--- src/rtl/spi_master_pkg.sv ---
// Shared types, frame constants and width helpers for the SPI register-access initiator.
package spi_master_pkg;

  typedef enum logic [2:0] {
    IDLE  = 3'd0,
    SETUP = 3'd1,
    SHIFT = 3'd2,
    HOLD  = 3'd3,
    GAP   = 3'd4
  } state_e;

  localparam int FRAME_W    = 16;
  localparam int CMD_WR_BIT = 15;
  localparam int BIT_CNT_W  = $clog2(FRAME_W);

  // Bits needed for a counter that runs 0..n-1 (never narrower than 1).
  function automatic int cnt_w(input int n);
    return (n <= 2) ? 1 : $clog2(n);
  endfunction

  function automatic int max3(input int a, input int b, input int c);
    int m;
    m = (a > b) ? a : b;
    return (m > c) ? m : c;
  endfunction

endpackage

--- src/rtl/spi_master_if_if.sv ---
// Request handshake and SPI pin bundle; master modport is the initiator, slave the requester/target side.
// Handshake: i_start is taken only on an edge where o_busy=0; o_busy stays high from the next cycle until
// the frame's gap has elapsed, and o_done pulses for one cycle (with o_rdata valid) when csn rises.
interface spi_master_bus_if #(
  parameter int ADDR_W = 7,
  parameter int DATA_W = 8
) ();
  logic              i_start;
  logic              i_wr;
  logic [ADDR_W-1:0] i_addr;
  logic [DATA_W-1:0] i_wdata;
  logic              o_busy;
  logic              o_done;
  logic [DATA_W-1:0] o_rdata;
  logic              o_csn;
  logic              o_sck;
  logic              o_mosi;
  logic              i_miso;

  modport master (
    input  i_start, i_wr, i_addr, i_wdata, i_miso,
    output o_busy, o_done, o_rdata, o_csn, o_sck, o_mosi
  );

  modport slave (
    output i_start, i_wr, i_addr, i_wdata, i_miso,
    input  o_busy, o_done, o_rdata, o_csn, o_sck, o_mosi
  );
endinterface

--- src/rtl/spi_master_if_sck_gen.sv ---
// Serial clock divider: CLK_DIV cycles low then CLK_DIV cycles high per bit, ticks one cycle before each edge.
module spi_sck_gen
  import spi_master_pkg::*;
#(
  parameter int CLK_DIV = 4
) (
  input  logic clk,
  input  logic reset,
  input  logic en_i,
  output logic sck_o,
  output logic rise_tick_o,
  output logic fall_tick_o
);
  localparam int DIV_W = cnt_w(2 * CLK_DIV);
  localparam logic [DIV_W-1:0] RISE_AT = DIV_W'(CLK_DIV - 1);
  localparam logic [DIV_W-1:0] FALL_AT = DIV_W'(2 * CLK_DIV - 1);

  logic [DIV_W-1:0] div_q, div_d;
  logic             sck_q, sck_d;

  // Ticks mark the last cycle of each phase, so sck_q changes on the edge that ends it.
  always_comb begin
    rise_tick_o = en_i && (div_q == RISE_AT);
    fall_tick_o = en_i && (div_q == FALL_AT);
    div_d       = div_q;
    sck_d       = sck_q;
    if (!en_i) begin
      div_d = '0;
      sck_d = 1'b0;
    end else begin
      div_d = fall_tick_o ? '0 : div_q + 1'b1;
      if (rise_tick_o)      sck_d = 1'b1;
      else if (fall_tick_o) sck_d = 1'b0;
    end
  end

  always_ff @(posedge clk) begin
    if (reset) begin
      div_q <= '0;
      sck_q <= 1'b0;
    end else begin
      div_q <= div_d;
      sck_q <= sck_d;
    end
  end

  assign sck_o = sck_q;

endmodule

--- src/rtl/spi_master_if.sv ---
// SPI mode-0 initiator for one 16-bit register read/write frame: {wr, addr} then data, MSB first.
module spi_master_if
  import spi_master_pkg::*;
#(
  parameter int CLK_DIV  = 4,
  parameter int ADDR_W   = 7,
  parameter int DATA_W   = 8,
  parameter int CS_SETUP = 2,
  parameter int CS_HOLD  = 2,
  parameter int CS_IDLE  = 2
) (
  input  logic             clk,
  input  logic             reset,
  spi_master_bus_if.master bus,
  output state_e           o_dbg_state
);
  localparam int PH_W = cnt_w(max3(CS_SETUP, CS_HOLD, CS_IDLE));
  localparam logic [PH_W-1:0]      SETUP_LAST = PH_W'(CS_SETUP - 1);
  localparam logic [PH_W-1:0]      HOLD_LAST  = PH_W'(CS_HOLD - 1);
  localparam logic [PH_W-1:0]      IDLE_LAST  = PH_W'(CS_IDLE - 1);
  localparam logic [BIT_CNT_W-1:0] BIT_LAST   = BIT_CNT_W'(FRAME_W - 1);

  state_e               state_q, state_d;
  logic [PH_W-1:0]      ph_q, ph_d;
  logic [BIT_CNT_W-1:0] bit_q, bit_d;
  logic [FRAME_W-1:0]   tx_q, tx_d;
  logic [DATA_W-1:0]    rx_q, rx_d;
  logic [DATA_W-1:0]    rdata_q, rdata_d;
  logic                 done_q, done_d;
  logic                 wr_q, wr_d;
  logic                 sck, rise_tick, fall_tick;

  spi_sck_gen #(.CLK_DIV(CLK_DIV)) u_sck_gen (
    .clk         (clk),
    .reset       (reset),
    .en_i        (state_q == SHIFT),
    .sck_o       (sck),
    .rise_tick_o (rise_tick),
    .fall_tick_o (fall_tick)
  );

  always_comb begin
    state_d = state_q;
    ph_d    = ph_q;
    bit_d   = bit_q;
    tx_d    = tx_q;
    rx_d    = rx_q;
    rdata_d = rdata_q;
    done_d  = 1'b0;
    wr_d    = wr_q;
    case (state_q)
      IDLE: begin
        if (bus.i_start) begin
          tx_d    = {bus.i_wr, bus.i_addr, bus.i_wr ? bus.i_wdata : {DATA_W{1'b0}}};
          wr_d    = bus.i_wr;
          ph_d    = '0;
          state_d = SETUP;
        end
      end
      SETUP: begin
        if (ph_q == SETUP_LAST) begin
          ph_d    = '0;
          bit_d   = '0;
          state_d = SHIFT;
        end else begin
          ph_d = ph_q + 1'b1;
        end
      end
      SHIFT: begin
        // Only the last DATA_W samples survive, so command-phase MISO bits fall out naturally.
        if (rise_tick) rx_d = {rx_q[DATA_W-2:0], bus.i_miso};
        if (fall_tick) begin
          tx_d  = {tx_q[FRAME_W-2:0], 1'b0};
          bit_d = bit_q + 1'b1;
          if (bit_q == BIT_LAST) state_d = HOLD;
        end
      end
      HOLD: begin
        if (ph_q == HOLD_LAST) begin
          ph_d    = '0;
          done_d  = 1'b1;
          state_d = GAP;
          if (!wr_q) rdata_d = rx_q;
        end else begin
          ph_d = ph_q + 1'b1;
        end
      end
      GAP: begin
        if (ph_q == IDLE_LAST) begin
          ph_d    = '0;
          state_d = IDLE;
        end else begin
          ph_d = ph_q + 1'b1;
        end
      end
      default: state_d = IDLE;
    endcase
  end

  always_ff @(posedge clk) begin
    if (reset) begin
      state_q <= IDLE;
      ph_q    <= '0;
      bit_q   <= '0;
      tx_q    <= '0;
      rx_q    <= '0;
      rdata_q <= '0;
      done_q  <= 1'b0;
      wr_q    <= 1'b0;
    end else begin
      state_q <= state_d;
      ph_q    <= ph_d;
      bit_q   <= bit_d;
      tx_q    <= tx_d;
      rx_q    <= rx_d;
      rdata_q <= rdata_d;
      done_q  <= done_d;
      wr_q    <= wr_d;
    end
  end

  // tx_q has shifted in zeros by the end of the frame, so mosi idles low without extra gating.
  assign bus.o_mosi  = tx_q[FRAME_W-1];
  assign bus.o_sck   = sck;
  assign bus.o_csn   = !(state_q == SETUP || state_q == SHIFT || state_q == HOLD);
  assign bus.o_busy  = (state_q != IDLE);
  assign bus.o_done  = done_q;
  assign bus.o_rdata = rdata_q;
  assign o_dbg_state = state_q;

endmodule

--- src/flat_wrapper.sv ---
// flat-port wrapper written by rule: the top's interface ports become plain ports
module spi_master_if_flat import spi_master_pkg::*;
#(
  parameter int CLK_DIV  = 4,
  parameter int ADDR_W   = 7,
  parameter int DATA_W   = 8,
  parameter int CS_SETUP = 2,
  parameter int CS_HOLD  = 2,
  parameter int CS_IDLE  = 2
)
  (clk, reset, o_dbg_state, bus_i_start, bus_i_wr, bus_i_addr, bus_i_wdata, bus_i_miso, bus_o_busy, bus_o_done, bus_o_rdata, bus_o_csn, bus_o_sck, bus_o_mosi);
  spi_master_bus_if #(.ADDR_W(ADDR_W), .DATA_W(DATA_W)) bus_i ();
  input  logic clk;
  input  logic reset;
  output state_e o_dbg_state;
  input wire logic [$bits(bus_i.i_start)-1:0] bus_i_start;
  input wire logic [$bits(bus_i.i_wr)-1:0] bus_i_wr;
  input wire logic [$bits(bus_i.i_addr)-1:0] bus_i_addr;
  input wire logic [$bits(bus_i.i_wdata)-1:0] bus_i_wdata;
  input wire logic [$bits(bus_i.i_miso)-1:0] bus_i_miso;
  output wire logic [$bits(bus_i.o_busy)-1:0] bus_o_busy;
  output wire logic [$bits(bus_i.o_done)-1:0] bus_o_done;
  output wire logic [$bits(bus_i.o_rdata)-1:0] bus_o_rdata;
  output wire logic [$bits(bus_i.o_csn)-1:0] bus_o_csn;
  output wire logic [$bits(bus_i.o_sck)-1:0] bus_o_sck;
  output wire logic [$bits(bus_i.o_mosi)-1:0] bus_o_mosi;
  assign bus_i.i_start = bus_i_start;
  assign bus_i.i_wr = bus_i_wr;
  assign bus_i.i_addr = bus_i_addr;
  assign bus_i.i_wdata = bus_i_wdata;
  assign bus_i.i_miso = bus_i_miso;
  assign bus_o_busy = bus_i.o_busy;
  assign bus_o_done = bus_i.o_done;
  assign bus_o_rdata = bus_i.o_rdata;
  assign bus_o_csn = bus_i.o_csn;
  assign bus_o_sck = bus_i.o_sck;
  assign bus_o_mosi = bus_i.o_mosi;
  spi_master_if #(.CLK_DIV(CLK_DIV), .ADDR_W(ADDR_W), .DATA_W(DATA_W), .CS_SETUP(CS_SETUP), .CS_HOLD(CS_HOLD), .CS_IDLE(CS_IDLE)) u_core (.clk(clk), .reset(reset), .bus(bus_i), .o_dbg_state(o_dbg_state));
endmodule
--- config.mk ---
export PLATFORM = sky130hd
export DESIGN_NAME = spi_master_if_flat
export DESIGN_NICKNAME = d
export VERILOG_FILES = /design/src/rtl/spi_master_pkg.sv /design/src/rtl/spi_master_if_if.sv /design/src/rtl/spi_master_if_sck_gen.sv /design/src/rtl/spi_master_if.sv /design/src/flat_wrapper.sv
export SDC_FILE = /design/constraint.sdc
export NUM_CORES = 1
export LEC_CHECK = 0
export BUFFER_PORTS_ARGS = -buffer_cell sky130_fd_sc_hd__buf_2
export CAP_MARGIN = 20
export CORE_ASPECT_RATIO = 0.7
export CORE_MARGIN = 5
export CORE_UTILIZATION = 50
export DETAILED_ROUTE_END_ITERATION = 6
export PLACE_DENSITY = 0.82
export SYNTH_ARGS = -nofsm -noshare
export SYNTH_HDL_FRONTEND = slang
export SYNTH_SLANG_ARGS = --single-unit
--- constraint.sdc ---
create_clock -name clk -period 2.2 [get_ports clk]
set_input_delay 0.22 -clock clk [delete_from_list [all_inputs] [get_ports clk]]
set_output_delay 0.22 -clock clk [all_outputs]
set_load 0.02 [all_outputs]
* Word level (Yosys, flattened, before mapping)
Cells that the tools add are included.
Cells by class: add/subtract/negate cells 3, eq/ne operators 13, muxes and demuxes 20, bitwise operators 3, reductions and logical operators 22
Operators by type and width (count):
- 16-bit two-way mux | 2
- 16-bit one-hot mux with 2 select lines | 1
- 3-bit two-way mux | 6
- 3-bit one-hot mux with 5 select lines | 1
- 2-bit by 1-bit inequality test with 1-bit output, second input constant | 5
- 3-bit by 2-bit equality test with 1-bit output, second input constant | 3
- 3-bit AND reduction | 3
- 4-bit two-way mux | 2
- 8-bit two-way mux | 1
- 4-bit one-hot mux with 2 select lines | 1
- 2-bit nonzero test | 4
- 3-bit equality test, second input constant | 2
- 2-bit AND reduction | 3
- 6-bit AND reduction | 1
- 3-bit OR reduction | 2
- 1-bit two-way mux | 5
- 4-bit by 1-bit adder with 4-bit output, second input constant | 1
- 4-bit equality test, second input constant | 1
- 2-bit OR reduction | 2
- 3-bit by 1-bit adder with 3-bit output, second input constant | 1
- 3-bit by 1-bit equality test with 1-bit output, second input constant | 1
- 3-bit logical NOT | 1
- 1-bit inverter | 3
- 3-bit nonzero test | 1
- 6 further kinds | 8
Storage, ports and cells: flip-flop bits (word level) 46, output and inout port bits 16, logic and storage cells 71

* Longest topological paths before layout
depth in word-level cells 4, depth in mapped cells 7, mapped depth without buffers 5

* Modules after synthesis
From an unflattened synthesis, not the netlist that was laid out.
Second synthesis, totals: cell total of the unflattened synthesis 233, area, all modules 2097.0 um2
Modules (own cells, without submodules):
- spi_master_if | times used 1, cells an instance 216, area each 1910.6 um2, sequential area each 840.8 um2
- spi_sck_gen | times used 1, cells an instance 17, area each 186.4 um2, sequential area each 80.1 um2

* Worst setup path before layout
OpenSTA, ideal clock, no wires.
path type reg-to-reg, start point register u_core.u_sck_gen.div_q[0], end point register u_core.tx_q[10], library setup time 0.088 ns, arrival 1.620 ns, data required time 2.112 ns, path slack 0.492 ns, cell stages (with the launch flop) 8, period minus slack after synthesis 1.708 ns, path through dfxtp_1 ha_1 ha_1 mux2_4 and2_4 buf_6 buf_6 a311oi_2
On the way: cells in the longest elaborated chain, start to end 4
Ends and longest elaborated chain:
- start, declared | RTL line spi_master_if_sck_gen.sv:18 | logic [DIV_W-1:0] div_q, div_d;
- start signal, assigned | RTL line spi_master_if_sck_gen.sv:42 | div_q <= div_d;
- 3-bit equality test | RTL line spi_master_if_sck_gen.sv:24 | fall_tick_o = en_i && (div_q == FALL_AT);
- 1-bit logical AND | RTL line spi_master_if_sck_gen.sv:24
- 2-bit by 1-bit inequality test with 1-bit output (no line)
- 3-bit AND reduction (no line)
- end signal, assigned | RTL line spi_master_if.sv:114 | tx_q <= tx_d;
- end, declared | RTL line spi_master_if.sv:26 | logic [FRAME_W-1:0] tx_q, tx_d;
Every way passes these cells. A chain may end at the register's enable or synchronous reset.

* Worst setup path in the final report
start point register u_core.u_sck_gen.div_q[0], end point register u_core.tx_q[15]
The elaborated chain is that of the path after synthesis.

==> results by group <==
Drt
  • Final WL: between 4 and 5 mm
  • Detailed-route DRC error count: 0
  • Vias per cell: approximately 5.8
  • Detailed-route via count: roughly 1800
  • Final ANT Viol Nets: 0
  • Starting DRT DRC Count: around 130
  • Routed WL per cell: ~15 µm
  • Drt first pass iters: 4

Synth
  • Syn avg cell area: between 9 and 10 µm²
  • Cell Area, Synth: 2120 µm²
  • #FFs+latches synth: 46
  • Mapped Nets: around 250
  • Seq/Total Area, Yosys: 0.434
  • Cells after Synth: 229
  • EDFF count, synth: 0
  • Netlist cell types: 41
  • Top_reg_cell synth: dfxtp_1
  • Ys async rst share: 0
  • Synth Warn #: 0

Timing
  • Achievable clock frequency: 540 MHz
  • Worst slew margin: 0.404
  • Worst slew pin tran: between 0.8 and 0.9 ns
  • Period utilisation layout: 0.841
  • Setup TNS: 0 ns
  • Hold Vio Cnt, Final: 0
  • Worst Skew: ~0.0067 ns
  • Min Tclk post-route: ~1.9 ns
  • RSZ-0062 raised after global routing: false
  • Setup violators final: 0
  • Slew Viols, Final: 0

Critical path
  • Critical Path Source Type: flop
  • Worst-path fanout max: 18
  • Setup crit end: u_core.tx_q[15]$_SDFFE_PP0P_
  • WP data required: around 2.4 ns
  • CP Class: flop to flop
  • Crit path largest cell delay: approximately 0.38 ns
  • Slowest CP cell: mux2_4
  • Reg2reg setup slack: between 0.3 and 0.4 ns
  • Worst r2r src: u_core.u_sck_gen.div_q[0]$_SDFF_PP0_
  • Reg2reg end: u_core.tx_q[15]$_SDFFE_PP0P_
  • Most used cell, CP: ha_1
  • R2R depth: 5
  • CP endpoint kind: flop
  • CP Cell Sequence: ha_1 > ha_1 > mux2_4 > and2_4 > a311oi_1
  • Crit path launch: u_core.u_sck_gen.div_q[0]$_SDFF_PP0_
  • Worst EP arrival: ~2.1 ns

GRT
  • Pin count of the biggest net entering global routing: 47
  • Total grt overflow: 0
  • First-pass GRT wire length: approximately 8.0 mm
  • Number of global-route vias before repair: between 1500 and 2000
  • Initial antenna violation count: 0
  • GR Util All Layers: 0.175

Place
  • Routability cong.: 0.749
  • Hpwl dp: 3.14 mm
  • Port Buffers: 35

Finish
  • Final net count: about 280
  • Area Growth Syn to Fin: 11.7%
  • Commonest cells after routing, fill and taps aside: dfxtp_1, buf_2, a21oi_1
  • Commonest non-fill, non-tap cell in the layout: dfxtp_1
  • Share of layout cells above drive strength 1: 0.249
  • Layout Utilization: 0.590
  • Ant. Diodes: 0

Power and ir drop
  • Max rail drop VDD: approximately 390 µV
  • Leak pwr: 0.879 nW
  • PD cells: between 600 and 700 nW/µm²
  • Tot Pwr: ~1.6 mW

CTS
  • Num CTS Buffers: 5
  • Post-cts repair resize count: 0
  • Clock latency on the worst-skew pair: 0.30 ns
  • CTS clk-pin slew, worst paths: about 0.08 ns
  • Clk sinks: 46
  • Clock Tree Root: clkbuf_8
  • Setup bufs post-CTS: 0
  • H-tree levels: 2
  • Clock buffer depth: 2
  • Hold_buf cts: 0
  • TritonCTS clock tree: done

Floorplan
  • # rows: 19
  • Die Wd: 87.9 µm
  • Die footprint: 5670 µm²
  • Die Y: between 60 and 70 µm
  • Initial Util: 0.528
  • Core area: 4020 µm²
  • Io pins: 36

Job
  • Maxcap violations: 0

Hold path
  • Hold WC Path Type: input pin to flop

Outcome
  • Status: complete, no violations
[cells by family (layout without fill, tap and decap cells)]
logic type      after synthesis  after routing  share of synthesized area
fa+ha+maj                     4              4                     0.0236
compound gates               62             62                      0.216
buf+inv                      24             52                     0.0637
simple gates                 82             82                      0.209
mux                          10             10                     0.0495
flops                        46             46                      0.434
xor+xnor                      1              1                    0.00413
[layout make-up]
type	count	area, µm²
fill	353	1650
multi-input combinational	159	1070
sequential	46	921
timing repair buffer	41	220
clock buffer	7	76.3
tap	52	65.1
inverter	4	15.0
[sequential cells by signal (all words and copies together), names as in the netlist]
signal                  cells
u_core.ph_q                 1
u_core.o_dbg_state          3
u_core.u_sck_gen.sck_o      1
u_core.bus.o_rdata          8
u_core.rx_q                 8
u_core.bit_q                4
u_core.tx_q                16
u_core.wr_q                 1
u_core.bus.o_done           1
u_core.u_sck_gen.div_q      3
[metrics by stage]
step                      hold WS, ns  worst slack (ns)  cell area, µm²  instances
after floorplan                 0.367             0.492            2120        229
after global placement          0.421             0.470            2290        302
after detailed placement        0.432             0.357            2290        302
after CTS                       0.159             0.339            2370        309
after global routing            0.182             0.271            2370        309
final                           0.162             0.349            2370        309
[where the power goes]
part	internal, mW	switching (mW)	leakage (nW)
clock	0.219	0.264	0.0383
sequential	0.865	0.0221	0.374
combinational	0.0818	0.122	0.466
[Yosys cell counts, drive strengths merged, types with 2 or more instances]
master / instances / area (µm²)
o21ai: 9 / 45.0
nand3: 20 / 100
nor4: 2 / 12.5
nand4: 2 / 12.5
a211oi: 2 / 20.0
nor3: 3 / 15.0
ha: 4 / 50.1
buf: 14 / 97.6
and2: 3 / 21.3
nand2: 25 / 93.8
a21oi: 29 / 145
nand4bb: 2 / 22.5
nor4bb: 2 / 20.0
nor4b: 3 / 26.3
inv: 4 / 15.0
mux2i: 9 / 90.1
nor2: 13 / 48.8
a311oi: 15 / 194
a31oi: 2 / 12.5
dfxtp: 46 / 921
clkbuf: 6 / 22.5
[critical path: cells and delay by family, from the launching register on]
family	cells	cell delay [ns]
fa+ha+maj	2	0.49
mux	1	0.38
flops	1	0.32
compound gates	1	0.29
simple gates	1	0.27
[worst min-delay path by stage]
stage                                      endpoint                                 start  cells after the start
6_report                u_core.rx_q[0]$_SDFFE_PP0P_                            bus_i_miso                      3
5_1_grt                 u_core.rx_q[0]$_SDFFE_PP0P_                            bus_i_miso                      3
4_1_cts                 u_core.rx_q[0]$_SDFFE_PP0P_                            bus_i_miso                      3
3_5_place_dp   u_core.u_sck_gen.div_q[0]$_SDFF_PP0_  u_core.u_sck_gen.div_q[0]$_SDFF_PP0_                      1
3_3_place_gp   u_core.u_sck_gen.div_q[0]$_SDFF_PP0_  u_core.u_sck_gen.div_q[0]$_SDFF_PP0_                      1
2_1_floorplan           u_core.rx_q[0]$_SDFFE_PP0P_                            bus_i_miso                      2
[metal layers]
layer / global-route usage / routed length, µm / vias up
met5: 0 / 0 / -
met4: 0.0900 / 115 / 0
met3: 0.0468 / 199 / 15
met2: 0.240 / 2060 / 50
met1: 0.250 / 2200 / 822
li1: - / - / 892
No activity file was read; power rests on OpenSTA's default activity.
